[config.mk]
export PLATFORM = sky130hd
export DESIGN_NAME = jt5205_seq_flat
export DESIGN_NICKNAME = d
export VERILOG_FILES = /design/src/rtl/jt5205_seq_pkg.sv /design/src/rtl/jt5205_seq_if.sv /design/src/rtl/jt5205_seq_fetch.sv /design/src/rtl/jt5205_seq.sv /design/src/flat_wrapper.sv
export SDC_FILE = /design/constraint.sdc
export NUM_CORES = 1
export LEC_CHECK = 0
export CAP_MARGIN = 30
export CORE_AREA = 8 8 77 79
export DETAILED_ROUTE_END_ITERATION = 6
export DIE_AREA = 0 0 85 87
export HOLD_SLACK_MARGIN = 0.03
export PLACE_DENSITY = 0.84
export SYNTH_ARGS = -nofsm -noshare
export SYNTH_HDL_FRONTEND = slang
export SYNTH_SLANG_ARGS = --single-unit
[constraint.sdc]
create_clock -name clk -period 4.62 [get_ports clk]
set_clock_uncertainty 0.15 [all_clocks]
set_input_delay 0.693 -clock clk [delete_from_list [all_inputs] [get_ports clk]]
set_output_delay 0.693 -clock clk [all_outputs]
set_load 0.005 [all_outputs]
[src/rtl/jt5205_seq_pkg.sv]
// jt5205_seq_pkg
// Shared definitions for the ADPCM sample sequencer:
//   state_t     - sequencer FSM states
//   PAGE_LSB    - bit position of the page field inside a ROM byte address
//   nibble_sel  - picks the nibble of a ROM byte that plays in a given phase
package jt5205_seq_pkg;

  typedef enum logic [1:0] {
    IDLE,
    FILL,
    PLAY_A,
    PLAY_B
  } state_t;

  localparam int PAGE_LSB = 8;

  // phase 0 is the first nibble played out of a byte, phase 1 the second.
  function automatic logic [3:0] nibble_sel(input logic [7:0] b,
                                            input logic       phase,
                                            input bit         hi_first);
    return (phase ^ ~hi_first) ? b[3:0] : b[7:4];
  endfunction

endpackage

[src/rtl/jt5205_seq_if.sv]
// jt5205_seq_if
// ADPCM sample ROM read bus.
//   rom_addr - byte address
//   rom_cs   - read request, held until rom_ok
//   rom_data - ROM byte, valid when rom_ok
//   rom_ok   - ROM data valid
// master: sequencer side; slave: ROM side.
interface jt5205_seq_if #(
  parameter int ADDRW = 16
) ();

  logic [ADDRW-1:0] rom_addr;
  logic             rom_cs;
  logic [7:0]       rom_data;
  logic             rom_ok;

  modport master (
    output rom_addr,
    output rom_cs,
    input  rom_data,
    input  rom_ok
  );

  modport slave (
    input  rom_addr,
    input  rom_cs,
    output rom_data,
    output rom_ok
  );

endinterface

[src/rtl/jt5205_seq_fetch.sv]
// jt5205_seq_fetch
// ROM fetch engine for the ADPCM sequencer: byte address counter, end-of-sample
// compare, rom_cs/rom_ok handshake and the one-byte prefetch buffer (nxt).
//   clk, rst   - clock, synchronous active-low reset
//   restart    - load address from start_pg and request the first byte
//   flush      - drop any pending request and invalidate nxt
//   start_pg   - page to start from (used with restart)
//   end_pg     - page holding the last byte of the sample
//   fetch_en   - prefetch allowed (issued only when nxt is empty and bytes remain)
//   want_cur   - the byte now arriving goes straight to the player, not to nxt
//   nxt_take   - player consumed nxt
//   byte_ok    - a requested byte is accepted this cycle
//   rd_data    - the arriving byte
//   nxt        - prefetched byte, nxt_valid marks it present
//   done       - the last byte of the sample has been fetched
//   rom        - ROM bus (master)
module jt5205_seq_fetch
  import jt5205_seq_pkg::*;
#(
  parameter int ADDRW = 16
) (
  input  logic                      clk,
  input  logic                      rst,
  input  logic                      restart,
  input  logic                      flush,
  input  logic [ADDRW-PAGE_LSB-1:0] start_pg,
  input  logic [ADDRW-PAGE_LSB-1:0] end_pg,
  input  logic                      fetch_en,
  input  logic                      want_cur,
  input  logic                      nxt_take,
  output logic                      byte_ok,
  output logic [7:0]                rd_data,
  output logic [7:0]                nxt,
  output logic                      nxt_valid,
  output logic                      done,
  jt5205_seq_if.master              rom
);

  logic [ADDRW-1:0] addr;
  logic [ADDRW-1:0] last_addr;
  logic             cs;

  assign last_addr    = {end_pg, {PAGE_LSB{1'b1}}};
  // A rom_ok without an outstanding request (e.g. after a stop) is ignored.
  assign byte_ok      = cs & rom.rom_ok;
  assign rd_data      = rom.rom_data;
  assign rom.rom_addr = addr;
  assign rom.rom_cs   = cs;

  always_ff @(posedge clk) begin
    if (!rst) begin
      addr      <= '0;
      cs        <= 1'b0;
      nxt       <= '0;
      nxt_valid <= 1'b0;
      done      <= 1'b0;
    end else if (flush) begin
      cs        <= 1'b0;
      nxt_valid <= 1'b0;
    end else if (restart) begin
      addr      <= {start_pg, {PAGE_LSB{1'b0}}};
      cs        <= 1'b1;
      nxt_valid <= 1'b0;
      done      <= 1'b0;
    end else begin
      if (nxt_take) nxt_valid <= 1'b0;
      if (byte_ok) begin
        cs   <= 1'b0;
        addr <= addr + 1'b1;
        // The end page is compared per fetched byte, so a late end_wr
        // applies from the next fetch on.
        done <= (addr == last_addr);
        if (!want_cur) begin
          nxt       <= rom.rom_data;
          nxt_valid <= 1'b1;
        end
      end else if (fetch_en && !cs && !nxt_valid && !done) begin
        cs <= 1'b1;
      end
    end
  end

endmodule

[src/rtl/jt5205_seq.sv]
// jt5205_seq
// ADPCM sample sequencer between the sound CPU, the ADPCM sample ROM and the
// jt5205 decoder. Plays ROM bytes from {start_pg,00} to {end_pg,FF} as nibbles,
// one per decoder sample strobe, with one byte of prefetch.
//   clk, rst   - clock, synchronous active-low reset
//   cpu_din    - CPU write data (page number in the low ADDRW-8 bits)
//   start_wr   - load start page and (re)trigger playback
//   end_wr     - load end page
//   stop_wr    - abort playback
//   adpcm_irq  - decoder sample strobe
//   rom        - ROM read bus (master)
//   adpcm_din  - nibble to the decoder
//   adpcm_rst  - decoder reset (1 = held in reset)
//   playing    - sample active
//   underrun   - sticky starvation flag, cleared by start_wr
module jt5205_seq
  import jt5205_seq_pkg::*;
#(
  parameter int ADDRW    = 16,
  parameter bit HI_FIRST = 1'b1
) (
  input  logic         clk,
  input  logic         rst,
  input  logic [7:0]   cpu_din,
  input  logic         start_wr,
  input  logic         end_wr,
  input  logic         stop_wr,
  input  logic         adpcm_irq,
  jt5205_seq_if.master rom,
  output logic [3:0]   adpcm_din,
  output logic         adpcm_rst,
  output logic         playing,
  output logic         underrun
);

  localparam int PW = ADDRW - PAGE_LSB;

  state_t        state, state_nx;
  logic [PW-1:0] end_pg;
  logic [7:0]    cur, cur_nx;
  logic          starve, starve_nx;
  logic          underrun_nx;
  logic [3:0]    din_nx;
  logic          play_nx;

  logic          restart, flush, fetch_en, want_cur, nxt_take;
  logic          byte_ok, nxt_valid, done;
  logic [7:0]    rd_data, nxt;

  jt5205_seq_fetch #(
    .ADDRW (ADDRW)
  ) u_fetch (
    .clk       (clk),
    .rst       (rst),
    .restart   (restart),
    .flush     (flush),
    .start_pg  (PW'(cpu_din)),
    .end_pg    (end_pg),
    .fetch_en  (fetch_en),
    .want_cur  (want_cur),
    .nxt_take  (nxt_take),
    .byte_ok   (byte_ok),
    .rd_data   (rd_data),
    .nxt       (nxt),
    .nxt_valid (nxt_valid),
    .done      (done),
    .rom       (rom)
  );

  always_ff @(posedge clk) begin
    if (!rst) state <= IDLE;
    else      state <= state_nx;
  end

  always_comb begin
    state_nx    = state;
    cur_nx      = cur;
    starve_nx   = starve;
    underrun_nx = underrun;
    din_nx      = adpcm_din;
    restart     = 1'b0;
    flush       = 1'b0;
    fetch_en    = 1'b0;
    want_cur    = 1'b0;
    nxt_take    = 1'b0;

    if (stop_wr) begin
      state_nx  = IDLE;
      flush     = 1'b1;
      starve_nx = 1'b0;
    end else if (start_wr) begin
      state_nx    = FILL;
      restart     = 1'b1;
      starve_nx   = 1'b0;
      underrun_nx = 1'b0;
    end else begin
      case (state)
        IDLE: ;
        FILL: begin
          want_cur = 1'b1;
          if (byte_ok) begin
            cur_nx   = rd_data;
            din_nx   = nibble_sel(rd_data, 1'b0, HI_FIRST);
            state_nx = PLAY_A;
          end
        end
        PLAY_A: begin
          fetch_en = 1'b1;
          if (adpcm_irq) begin
            din_nx   = nibble_sel(cur, 1'b1, HI_FIRST);
            state_nx = PLAY_B;
          end
        end
        PLAY_B: begin
          fetch_en = 1'b1;
          if (starve) begin
            // Starved: strobes are ignored until the missing byte lands.
            want_cur = 1'b1;
            if (byte_ok) begin
              cur_nx    = rd_data;
              din_nx    = nibble_sel(rd_data, 1'b0, HI_FIRST);
              starve_nx = 1'b0;
              state_nx  = PLAY_A;
            end
          end else if (adpcm_irq) begin
            if (nxt_valid) begin
              cur_nx   = nxt;
              nxt_take = 1'b1;
              din_nx   = nibble_sel(nxt, 1'b0, HI_FIRST);
              state_nx = PLAY_A;
            end else if (done) begin
              state_nx = IDLE;
              flush    = 1'b1;
            end else begin
              // A byte landing on the same strobe is used directly.
              want_cur = 1'b1;
              if (byte_ok) begin
                cur_nx   = rd_data;
                din_nx   = nibble_sel(rd_data, 1'b0, HI_FIRST);
                state_nx = PLAY_A;
              end else begin
                underrun_nx = 1'b1;
                starve_nx   = 1'b1;
                din_nx      = 4'h0;
              end
            end
          end
        end
        default: state_nx = IDLE;
      endcase
    end

    play_nx = (state_nx == PLAY_A) || (state_nx == PLAY_B);
  end

  always_ff @(posedge clk) begin
    if (!rst) begin
      end_pg    <= '0;
      cur       <= '0;
      starve    <= 1'b0;
      underrun  <= 1'b0;
      adpcm_din <= '0;
      adpcm_rst <= 1'b1;
      playing   <= 1'b0;
    end else begin
      if (end_wr) end_pg <= PW'(cpu_din);
      cur       <= cur_nx;
      starve    <= starve_nx;
      underrun  <= underrun_nx;
      adpcm_din <= din_nx;
      adpcm_rst <= ~play_nx;
      playing   <= play_nx;
    end
  end

endmodule

[src/flat_wrapper.sv]
// flat-port wrapper written by rule: the top's interface ports become plain ports
module jt5205_seq_flat import jt5205_seq_pkg::*;
#(
  parameter int ADDRW    = 16,
  parameter bit HI_FIRST = 1'b1
)
  (clk, rst, cpu_din, start_wr, end_wr, stop_wr, adpcm_irq, adpcm_din, adpcm_rst, playing, underrun, rom_rom_addr, rom_rom_cs, rom_rom_data, rom_rom_ok);
  jt5205_seq_if #(.ADDRW(ADDRW)) rom_i ();
  input  logic clk;
  input  logic rst;
  input  logic [7:0] cpu_din;
  input  logic start_wr;
  input  logic end_wr;
  input  logic stop_wr;
  input  logic adpcm_irq;
  output logic [3:0] adpcm_din;
  output logic adpcm_rst;
  output logic playing;
  output logic underrun;
  output wire logic [$bits(rom_i.rom_addr)-1:0] rom_rom_addr;
  output wire logic [$bits(rom_i.rom_cs)-1:0] rom_rom_cs;
  input wire logic [$bits(rom_i.rom_data)-1:0] rom_rom_data;
  input wire logic [$bits(rom_i.rom_ok)-1:0] rom_rom_ok;
  assign rom_rom_addr = rom_i.rom_addr;
  assign rom_rom_cs = rom_i.rom_cs;
  assign rom_i.rom_data = rom_rom_data;
  assign rom_i.rom_ok = rom_rom_ok;
  jt5205_seq #(.ADDRW(ADDRW), .HI_FIRST(HI_FIRST)) u_core (.clk(clk), .rst(rst), .cpu_din(cpu_din), .start_wr(start_wr), .end_wr(end_wr), .stop_wr(stop_wr), .adpcm_irq(adpcm_irq), .rom(rom_i), .adpcm_din(adpcm_din), .adpcm_rst(adpcm_rst), .playing(playing), .underrun(underrun));
endmodule
==> out/results.ini, run 1 <==
[sta]
final-setup-viol-count=0
worst_slew_pin_slew_ns=0.814
fin_setup_tns_ns=0
period_share=0.625
rsz0062_at_grt=no
fmax_mhz=347
maxSlewViolCount=0
layout_min_cycle_time_ns=2.89
slew-limit-headroom=0.457
setup_ws_ns=1.73
hold_viol=0
holdWs_ns=0.338

[final_layout]
design_area_um2=3170
n_antenna_cell=0
area_growth_pct=20.4
drive_above_1_share=0.0526
nets=366

[detailed_routing]
drt_wl_total_um=6110
drc=0
num_vias=2337
first_iter_violations=136
wire_per_inst_um=15.4
ant_nets=0
dr.pass1.iters=4
via_per_inst=5.87

[clock_network]
post_cts_buffers=0
cts_resized=0
insertion_delay_ns=0.30
holdBufCountCts=0
numCtsBuffers=5
htree_levels=2
clk_pin_slew_ns=0.08
root_buffer=clkbuf_8
clock_path_buffers=2
cts_tree=done
clkSinkCount=49

[hold_path]
hp-class=register to register

[synthesis]
async_flop_share=0
synth_edf_count=0
synth_xor_area_frac=0.0565
synth_cells=308
ys_warn_count=0
synth_area_um2=2630
synth_compound_area_frac=0.203
synth-seq-cells=49
synth_top_family_by_area=simple AND/OR/NAND/NOR gates
syn_area_per_cell_um2=8.55
syn-num-nets=332
synth.mux.area_fraction=0.0727
post_synth_and_or_nand_nor_area_fraction=0.250
synthAdderAreaFrac=0.00475
synth_cell_type_count=57
yosysSeqAreaShare=0.372
synth_top_flop_cell=dfxtp_1

[setup_path]
worstSetupPathType=input port to register
crit_path_cell_trace=clkdlybuf4s50_1, nand2b_1, nand2_1, or4_1, a31oi_1
cp_top_family=simple AND/OR/NAND/NOR gates
critPathBufInv=1
startpoint_type=input port
cp_slowest_cell=clkdlybuf4s50_1
arrival_ns=2.97
cpPeakStageDelay_ns=0.76
end_kind=register
worstPathMaxFanout=14
required_ns=4.70

[placed_design]
io_buffers=46
dp.final_hpwl_um=4510
pre_cts_ws_ns=1.46
gp_congestion=0.875
placed_area_um2=3090

[global_route]
grt_pass1_vias=2160
grt_pass1_wl_um=10300
grt_max_degree=35
overflow=0
track_usage=0.171
antenna_found_initial=0

[power_and_ir_drop]
fin_total_pwr_mw=0.783
power.internal_mw=0.598
combinationalPowerShare=0.117
seqPwrFrac=0.565
peakVddDrop_mv=0.120
clock_power_share=0.318
switchingPower_mw=0.185
leakage_nw=1.14
powerDensity_nw_per_um2=247
swShare=0.236

[die]
dieWidth_um=85
die_h_um=87
die-area_um2=7400
pin_count=47
start_util=0.543
row_count=26
coreArea_um2=4850

[run_status]
status=finished clean

[run]
cap_viol_max_count=0

## flip-flops by register name, summed over array words and instances (netlist names)
signal and count:
u_core.cur 4, u_core.end_pg 8, u_core.playing 1, u_core.starve 1, u_core.adpcm_rst 1, u_core.adpcm_din 4
u_core.underrun 1, u_core.u_fetch.done 1, u_core.u_fetch.rom.rom_cs 1, u_core.u_fetch.nxt 8, u_core.state 2, u_core.u_fetch.rom.rom_addr 16
u_core.u_fetch.nxt_valid 1
## power groups by stage
| stage | Clock (mW) | Sequential [mW] | Combinational (mW) |
|---|---|---|---|
| after floorplan | 0 | 0.447 | 0.0559 |
| after global placement | 0 | 0.452 | 0.0898 |
| after detailed placement | 0 | 0.452 | 0.0914 |
| after CTS | 0.256 | 0.442 | 0.0921 |
| after global routing | 0.276 | 0.444 | 0.100 |
| final | 0.249 | 0.442 | 0.0916 |
## metrics by stage
step	instances	util
floorplan	308	-
global placement	391	0.637
detailed placement	391	0.637
CTS	398	0.654
global route	398	0.654
finish	398	0.654
## cells in the final DEF, fill, tap and decap left out, types with 2 or more instances in the layout
| cell type | n |
|---|---|
| o211ai_1 | 2 |
| nor3b_1 | 2 |
| nand2b_1 | 4 |
| mux2i_1 | 18 |
| clkdlybuf4s50_1 | 46 |
| o21a_1 | 2 |
| dfxtp_1 | 49 |
| and2_1 | 2 |
| nor2b_1 | 21 |
| o32ai_1 | 3 |
| xnor2_1 | 8 |
| inv_1 | 5 |
| o21ai_0 | 16 |
| nor3_1 | 3 |
| xor2_1 | 9 |
| a31oi_1 | 7 |
| nor2_1 | 17 |
| a21o_1 | 3 |
| a22o_1 | 3 |
| o22ai_1 | 2 |
| and3_1 | 5 |
| nand3_1 | 10 |
| a221o_1 | 3 |
| nand4_1 | 8 |
| clkbuf_8 | 6 |
| a22oi_1 | 5 |
| a21oi_1 | 11 |
| nand2_1 | 43 |
## layer usage
| layer | wire [um] | track usage |
|---|---|---|
| met1 | 2720 | 0.196 |
| met3 | 296 | 0.0462 |
| met5 | 0 | 0 |
| met4 | 57 | 0.0485 |
| met2 | 3040 | 0.302 |
## cell usage after synthesis (2+ instances only)
library cell / n / area, um2
nor3_1: 3 / 15.0
clkbuf_1: 15 / 56.3
a22o_1: 3 / 26.3
a21o_1: 3 / 22.5
buf_2: 3 / 15.0
nand4_1: 8 / 50.1
and2_1: 2 / 12.5
nand3_1: 10 / 50.1
a31oi_1: 7 / 43.8
inv_1: 5 / 18.8
nand2_1: 43 / 161
and3_1: 5 / 31.3
o32ai_1: 3 / 26.3
xnor2_1: 8 / 70.1
nor3b_1: 2 / 15.0
xor2_1: 9 / 78.8
a221o_1: 3 / 30.0
nor2b_1: 21 / 131
nand2b_1: 4 / 25.0
dfxtp_1: 49 / 981
a22oi_1: 5 / 37.5
mux2i_1: 18 / 180
o211ai_1: 2 / 15.0
o21a_1: 2 / 15.0
o22ai_1: 2 / 12.5
nor2_1: 17 / 63.8
o21ai_0: 16 / 80.1
a21oi_1: 11 / 55.1
## layout make-up
class | count | area (um2)
clock buffer | 7 | 86.3
fill | 433 | 1680
inverter | 5 | 18.8
multi-input combinational | 234 | 1550
sequential | 49 | 981
tap | 56 | 70.1
timing repair buffer | 47 | 468
## final timing paths
path	start	to	slack, ns	cells after the start
worst max register to register	u_core.state[0]$_SDFF_PN0_	u_core.u_fetch.rom.rom_addr[15]$_SDFFE_PN0P_	2.20	5
worst max-delay path	stop_wr	u_core.u_fetch.nxt_valid$_SDFF_PP0_	1.73	5
worst min register to register	u_core.underrun$_SDFFE_PN0P_	u_core.underrun$_SDFFE_PN0P_	0.34	2
worst min-delay path	u_core.underrun$_SDFFE_PN0P_	u_core.underrun$_SDFFE_PN0P_	0.34	2
## worst reg2reg max path, stage by stage (launching register included)
cell and delay, ns:
dfxtp_1 0.71, and4bb_1 0.57, a311o_1 0.32, a21oi_1 0.11
and3_1 0.19, a221o_1 0.26
## logic make-up (layout without fill, tap and decap cells)
group | count (synthesis) | count (layout)
flops | 49 | 49
mux | 19 | 19
fa+ha+maj | 1 | 1
xor+xnor | 17 | 17
simple gates | 127 | 127
buf+inv | 25 | 59
compound gates | 70 | 70
(Power assumes the default switching activity.)
==> run 2, diff against run 1 <==
--- a/config.mk
+++ b/config.mk
@@ -6,11 +6,11 @@
 export NUM_CORES = 1
 export LEC_CHECK = 0
 export CAP_MARGIN = 30
-export CORE_AREA = 8 8 77 79
+export CORE_AREA = 8 8 81 83
 export DETAILED_ROUTE_END_ITERATION = 6
-export DIE_AREA = 0 0 85 87
+export DIE_AREA = 0 0 89 91
 export HOLD_SLACK_MARGIN = 0.03
-export PLACE_DENSITY = 0.84
+export PLACE_DENSITY = 0.77
 export SYNTH_ARGS = -nofsm -noshare
 export SYNTH_HDL_FRONTEND = slang
 export SYNTH_SLANG_ARGS = --single-unit
==> constraint.sdc (replaced) <==
create_clock -name clk -period 2.7 [get_ports clk]
set_clock_uncertainty 0.15 [all_clocks]
set_input_delay 0.405 -clock clk [delete_from_list [all_inputs] [get_ports clk]]
set_output_delay 0.405 -clock clk [all_outputs]
set_load 0.005 [all_outputs]
==> out/results.ini, run 2 (same netlist as run 1, synthesis figures left out) <==
[run_status]
status=finished clean

[global_route]
grt_pass1_vias=2378  ; +10%
track_usage=0.167  ; -0.00359
grt_pass1_wl_um=11100  ; +7.6%
grt_max_degree=23  ; -34%
overflow=0  ; unchanged
antenna_found_initial=0  ; unchanged

[detailed_routing]
num_vias=2437  ; +4.3%
drc=0  ; unchanged
wire_per_inst_um=15.3  ; -0.59%
ant_nets=0  ; unchanged
dr.pass1.iters=4  ; unchanged
via_per_inst=5.68  ; -3.3%
first_iter_violations=112  ; -18%
drt_wl_total_um=6550  ; +7.1%

[sta]
final-setup-viol-count=0  ; unchanged
fmax_mhz=463
hold_viol=0  ; unchanged
rsz0062_at_grt=no
slew-limit-headroom=0.644  ; +0.187
setup_ws_ns=0.542  ; -1.19 ns
maxSlewViolCount=0  ; unchanged
layout_min_cycle_time_ns=2.16
fin_setup_tns_ns=0  ; unchanged
worst_slew_pin_slew_ns=0.533  ; -0.281 ns
period_share=0.799

[final_layout]
fillCellCount=492  ; +14%
layout_common_cells=49 x dfxtp_1, 46 x clkdlybuf4s50_1, 43 x nand2_1
design_area_um2=3310  ; +4.3%
area_growth_pct=25.6
drive_above_1_share=0.0952  ; +0.0426
nets=380  ; +3.8%
largest_reg_flops=16  ; unchanged
final_common_cell=dfxtp_1
n_antenna_cell=0  ; unchanged

[run]
cap_viol_max_count=0  ; unchanged

[power_and_ir_drop]
powerDensity_nw_per_um2=417  ; +69%
leakage_nw=1.21  ; +6.8%
peakVddDrop_mv=0.263  ; +120%

[setup_path]
cp_slowest_cell=clkdlybuf4s50_1
worstSetupPathType=input port to register
cpPeakStageDelay_ns=0.64  ; -0.12 ns
worstPathMaxFanout=8  ; -6
crit_path_cell_trace=clkdlybuf4s50_1, buf_4, a21oi_1, a211oi_2, nand4_1, xor2_1, nor2_1
startpoint_type=input port
required_ns=2.80  ; -1.90 ns
arrival_ns=2.26  ; -0.71 ns
end_kind=register

[clock_network]
cts_tree=done
clk_pin_slew_ns=0.09  ; about the same
cts_resized=0  ; unchanged
clock_path_buffers=2  ; unchanged
numCtsBuffers=5  ; unchanged
post_cts_buffers=0  ; unchanged
insertion_delay_ns=0.30  ; about the same
holdBufCountCts=0  ; unchanged
root_buffer=clkbuf_8
clkSinkCount=49  ; unchanged
htree_levels=2  ; unchanged

[die]
row_count=27  ; +3.8%
coreArea_um2=5340  ; +10%
die_h_um=91  ; +4.6%
die-area_um2=8100  ; +9.5%
pin_count=47  ; unchanged
dieWidth_um=89  ; +4.7%
start_util=0.493  ; -0.0499

[placed_design]
io_buffers=46  ; unchanged
pre_cts_ws_ns=0.241  ; -1.22 ns
gp_congestion=0.906  ; +3.6%
placed_area_um2=3210  ; +4.1%
dp.final_hpwl_um=4910  ; +8.8%

[hold_path]
hp-class=register to register

## run 2: cell count changes in the layout (fill, tap and decap cells not counted)
cell / previous run / this run
buf_4: 1 / 15
clkbuf_1: 1 / 0
clkinv_2: 0 / 1
clkinv_4: 0 / 1
## run 2: worst max-delay path, delay by kind of cell
| family | cells | cell delay [ns] |
|---|---|---|
| AOI/OAI and AO/OA | 2 | 0.55 |
| xor gates and xnor gates | 1 | 0.17 |
| buffers and inverters | 2 | 0.86 |
| and+or+nand+nor | 2 | 0.27 |
## run 2: routing by layer
metal / up-vias / routed length, um / track usage / part of all wire
met1: 1158 / 2970 / 0.206 / 0.45
li1: 1202 / - / - / -
met5: - / 0 / 0 / 0
met2: 66 / 3130 / 0.275 / 0.48
met3: 11 / 336 / 0.0378 / 0.051
met4: 0 / 117 / 0.0583 / 0.018
## run 2: through the flow
step / hold WS [ns] / total power, mW / cells / util
floorplan: 0.315 / 0.861 / 308 / -
detailed placement: 0.335 / 0.942 / 421 / 0.602
finish: 0.354 / 1.38 / 429 / 0.620
CTS: 0.355 / 1.39 / 429 / 0.620
global placement: 0.339 / 0.938 / 421 / 0.602
global route: 0.381 / 1.44 / 429 / 0.620
## run 2: final timing paths
kind / from / end / slack (ns) / cells after the start
worst max register to register: u_core.state[0]$_SDFF_PN0_ / u_core.cur[2]$_SDFFE_PN0P_ / 0.66 / 6
worst min register to register: u_core.adpcm_din[3]$_SDFFE_PN0P_ / u_core.adpcm_din[3]$_SDFFE_PN0P_ / 0.35 / 2
worst max-delay path: start_wr / u_core.u_fetch.rom.rom_addr[4]$_SDFFE_PN0P_ / 0.54 / 7
worst min-delay path: u_core.adpcm_din[3]$_SDFFE_PN0P_ / u_core.adpcm_din[3]$_SDFFE_PN0P_ / 0.35 / 2
## run 2: final cells by class
type                    instances  area (um2)  area share
clock buffers                   6        82.6      0.0250
clock inverters                 2        13.8     0.00416
inverters                       5        18.8     0.00568
multi-input cells             234        1550       0.468
flip-flops and latches         49         981       0.297
well taps                      72        90.1      0.0272
repair buffers                 61         573       0.173
## run 2: power by group
group	internal, mW	total [mW]	leakage (nW)	switching (mW)
sequential	0.737	0.753	0.398	0.0161
combinational	0.0907	0.173	0.765	0.0822
clock	0.208	0.454	0.0512	0.246
==> run 3, diff against run 2 <==
--- a/config.mk
+++ b/config.mk
@@ -6,11 +6,11 @@
 export NUM_CORES = 1
 export LEC_CHECK = 0
 export CAP_MARGIN = 30
-export CORE_AREA = 8 8 81 83
+export CORE_AREA = 8 8 84 86
 export DETAILED_ROUTE_END_ITERATION = 6
-export DIE_AREA = 0 0 89 91
+export DIE_AREA = 0 0 92 94
 export HOLD_SLACK_MARGIN = 0.03
-export PLACE_DENSITY = 0.77
+export PLACE_DENSITY = 0.74
 export SYNTH_ARGS = -nofsm -noshare
 export SYNTH_HDL_FRONTEND = slang
 export SYNTH_SLANG_ARGS = --single-unit
==> constraint.sdc (replaced) <==
create_clock -name clk -period 1.93 [get_ports clk]
set_clock_uncertainty 0.15 [all_clocks]
set_input_delay 0.2895 -clock clk [delete_from_list [all_inputs] [get_ports clk]]
set_output_delay 0.2895 -clock clk [all_outputs]
set_load 0.005 [all_outputs]
==> out/results.ini, run 3 (same netlist as run 1, synthesis figures left out) <==
[setup_path]
worstSetupPathType=input port to register
arrival_ns=1.91  ; -0.35 ns
startpoint_type=input port
end_kind=register
worstPathMaxFanout=8  ; unchanged
required_ns=1.98  ; -0.82 ns

[sta]
period_share=0.964
fmax_mhz=538
final-setup-viol-count=0  ; unchanged
maxSlewViolCount=0  ; unchanged
layout_min_cycle_time_ns=1.86
hold_viol=0  ; unchanged
setup_ws_ns=0.0697  ; -0.473 ns
rsz0062_at_grt=yes
worst_slew_pin_slew_ns=0.508  ; -0.0249 ns
slew-limit-headroom=0.660  ; +0.0166

[final_layout]
nets=415  ; +9.2%
layout_common_cells=49 x buf_4, 49 x dfxtp_1, 46 x clkdlybuf4s50_1
drive_above_1_share=0.179  ; +0.0833
final_cells=467  ; +8.9%
n_antenna_cell=0  ; unchanged
largest_reg_flops=16  ; unchanged
area_growth_pct=37.3

[clock_network]
cts_tree=done
insertion_delay_ns=0.30  ; about the same
numCtsBuffers=5  ; unchanged
holdBufCountCts=0  ; unchanged
clkSinkCount=49  ; unchanged
clk_pin_slew_ns=0.09  ; about the same
root_buffer=clkbuf_8
htree_levels=2  ; unchanged
clock_path_buffers=2  ; unchanged

[global_route]
track_usage=0.166  ; -0.00121
grt_max_degree=17  ; -26%
overflow=0  ; unchanged
grt_pass1_wl_um=11900  ; +7.7%
grt_pass1_vias=2534  ; +6.6%
antenna_found_initial=0  ; unchanged

[die]
row_count=28  ; +3.7%
pin_count=47  ; unchanged
die_h_um=94  ; +3.3%
start_util=0.458  ; -0.0350
die-area_um2=8650  ; +6.8%
coreArea_um2=5750  ; +7.6%
dieWidth_um=92  ; +3.4%

[power_and_ir_drop]
powerDensity_nw_per_um2=576  ; +38%
fin_total_pwr_mw=2.08  ; +51%
leakage_nw=1.41  ; +16%
peakVddDrop_mv=0.317  ; +20%

[detailed_routing]
wire_per_inst_um=15.0  ; -2.0%
drt_wl_total_um=6990  ; +6.7%
dr.pass1.iters=4  ; unchanged
wl_met1_um=3090  ; +4.2%
num_vias=2521  ; +3.4%
met2_length_um=3430  ; +9.5%
first_iter_violations=99  ; -12%
drc=0  ; unchanged
ant_nets=0  ; unchanged
via_per_inst=5.40  ; -5.0%
met3_length_um=386  ; +15%
top_layer_used=met4

[placed_design]
io_buffers=46  ; unchanged
place_inst=458  ; +8.8%
dp.final_hpwl_um=5410  ; +10%
gp_congestion=0.881  ; -2.8%
pre_cts_ws_ns=-0.278  ; -0.519 ns

[run_status]
status=finished clean

[run]
cap_viol_max_count=0  ; unchanged

[hold_path]
hp-class=register to register

run 3: cell types whose count changed in the layout (fill, tap and decap cells not counted), sizes merged:
cell	change
buf	+35
clkbuf	+1
bufinv	+1
clkinv	-2
run 3: power breakdown:
group,total (mW),internal (mW),switching [mW],leakage [nW]
sequential,1.05,1.03,0.0172,0.398
combinational,0.279,0.154,0.126,0.951
clock,0.756,0.423,0.333,0.0585
run 3: timing repair:
item,in CTS,in global routing
resized for setup,0,3
buffers inserted,0,1
endpoints found under the setup margin,0,6
hold endpoints to repair,0,0
run 3: path summary, 6_finish.rpt:
check                                        start                                     endpoint  slack [ns]  cells after the start
setup / recovery                          start_wr  u_core.u_fetch.rom.rom_addr[6]$_SDFFE_PN0P_        0.07                      7
setup reg to reg        u_core.state[0]$_SDFF_PN0_  u_core.u_fetch.rom.rom_addr[6]$_SDFFE_PN0P_        0.10                      6
hold reg to reg   u_core.adpcm_din[3]$_SDFFE_PN0P_             u_core.adpcm_din[3]$_SDFFE_PN0P_        0.34                      2
hold / removal    u_core.adpcm_din[3]$_SDFFE_PN0P_             u_core.adpcm_din[3]$_SDFFE_PN0P_        0.34                      2
run 3: critical path, stage by stage:
cell	delay (ns)
clkdlybuf4s50_1	0.51
buf_4	0.17
a21oi_1	0.06
a211oi_2	0.47
nand4_1	0.18
xor2_1	0.17
nor2_1	0.05
run 3: cell type report:
class / instances / area (um2)
inverters: 5 / 18.8
fillers: 515 / 2130
flip-flops and latches: 49 / 981
multi-input cells: 234 / 1560
repair buffers: 96 / 848
well taps: 75 / 93.8
clock buffers: 7 / 86.3
clock inverters: 1 / 30.0
run 3: per-layer routing:
layer	track usage	vias to the layer above
met4	0.0523	0
li1	-	1266
met1	0.194	1196
met5	0	-
met3	0.0392	9
met2	0.292	50
run 3: through the flow:
stage                util  hold WS [ns]  setup TNS [ns]  area (um2)
detailed placement  0.606         0.329           -4.30        3480
global placement    0.606         0.331           -3.65        3480
finish              0.629         0.342               0        3620
global route        0.629         0.358         -0.0374        3620
CTS                 0.626         0.347               0        3600
floorplan               -         0.306               0        2630
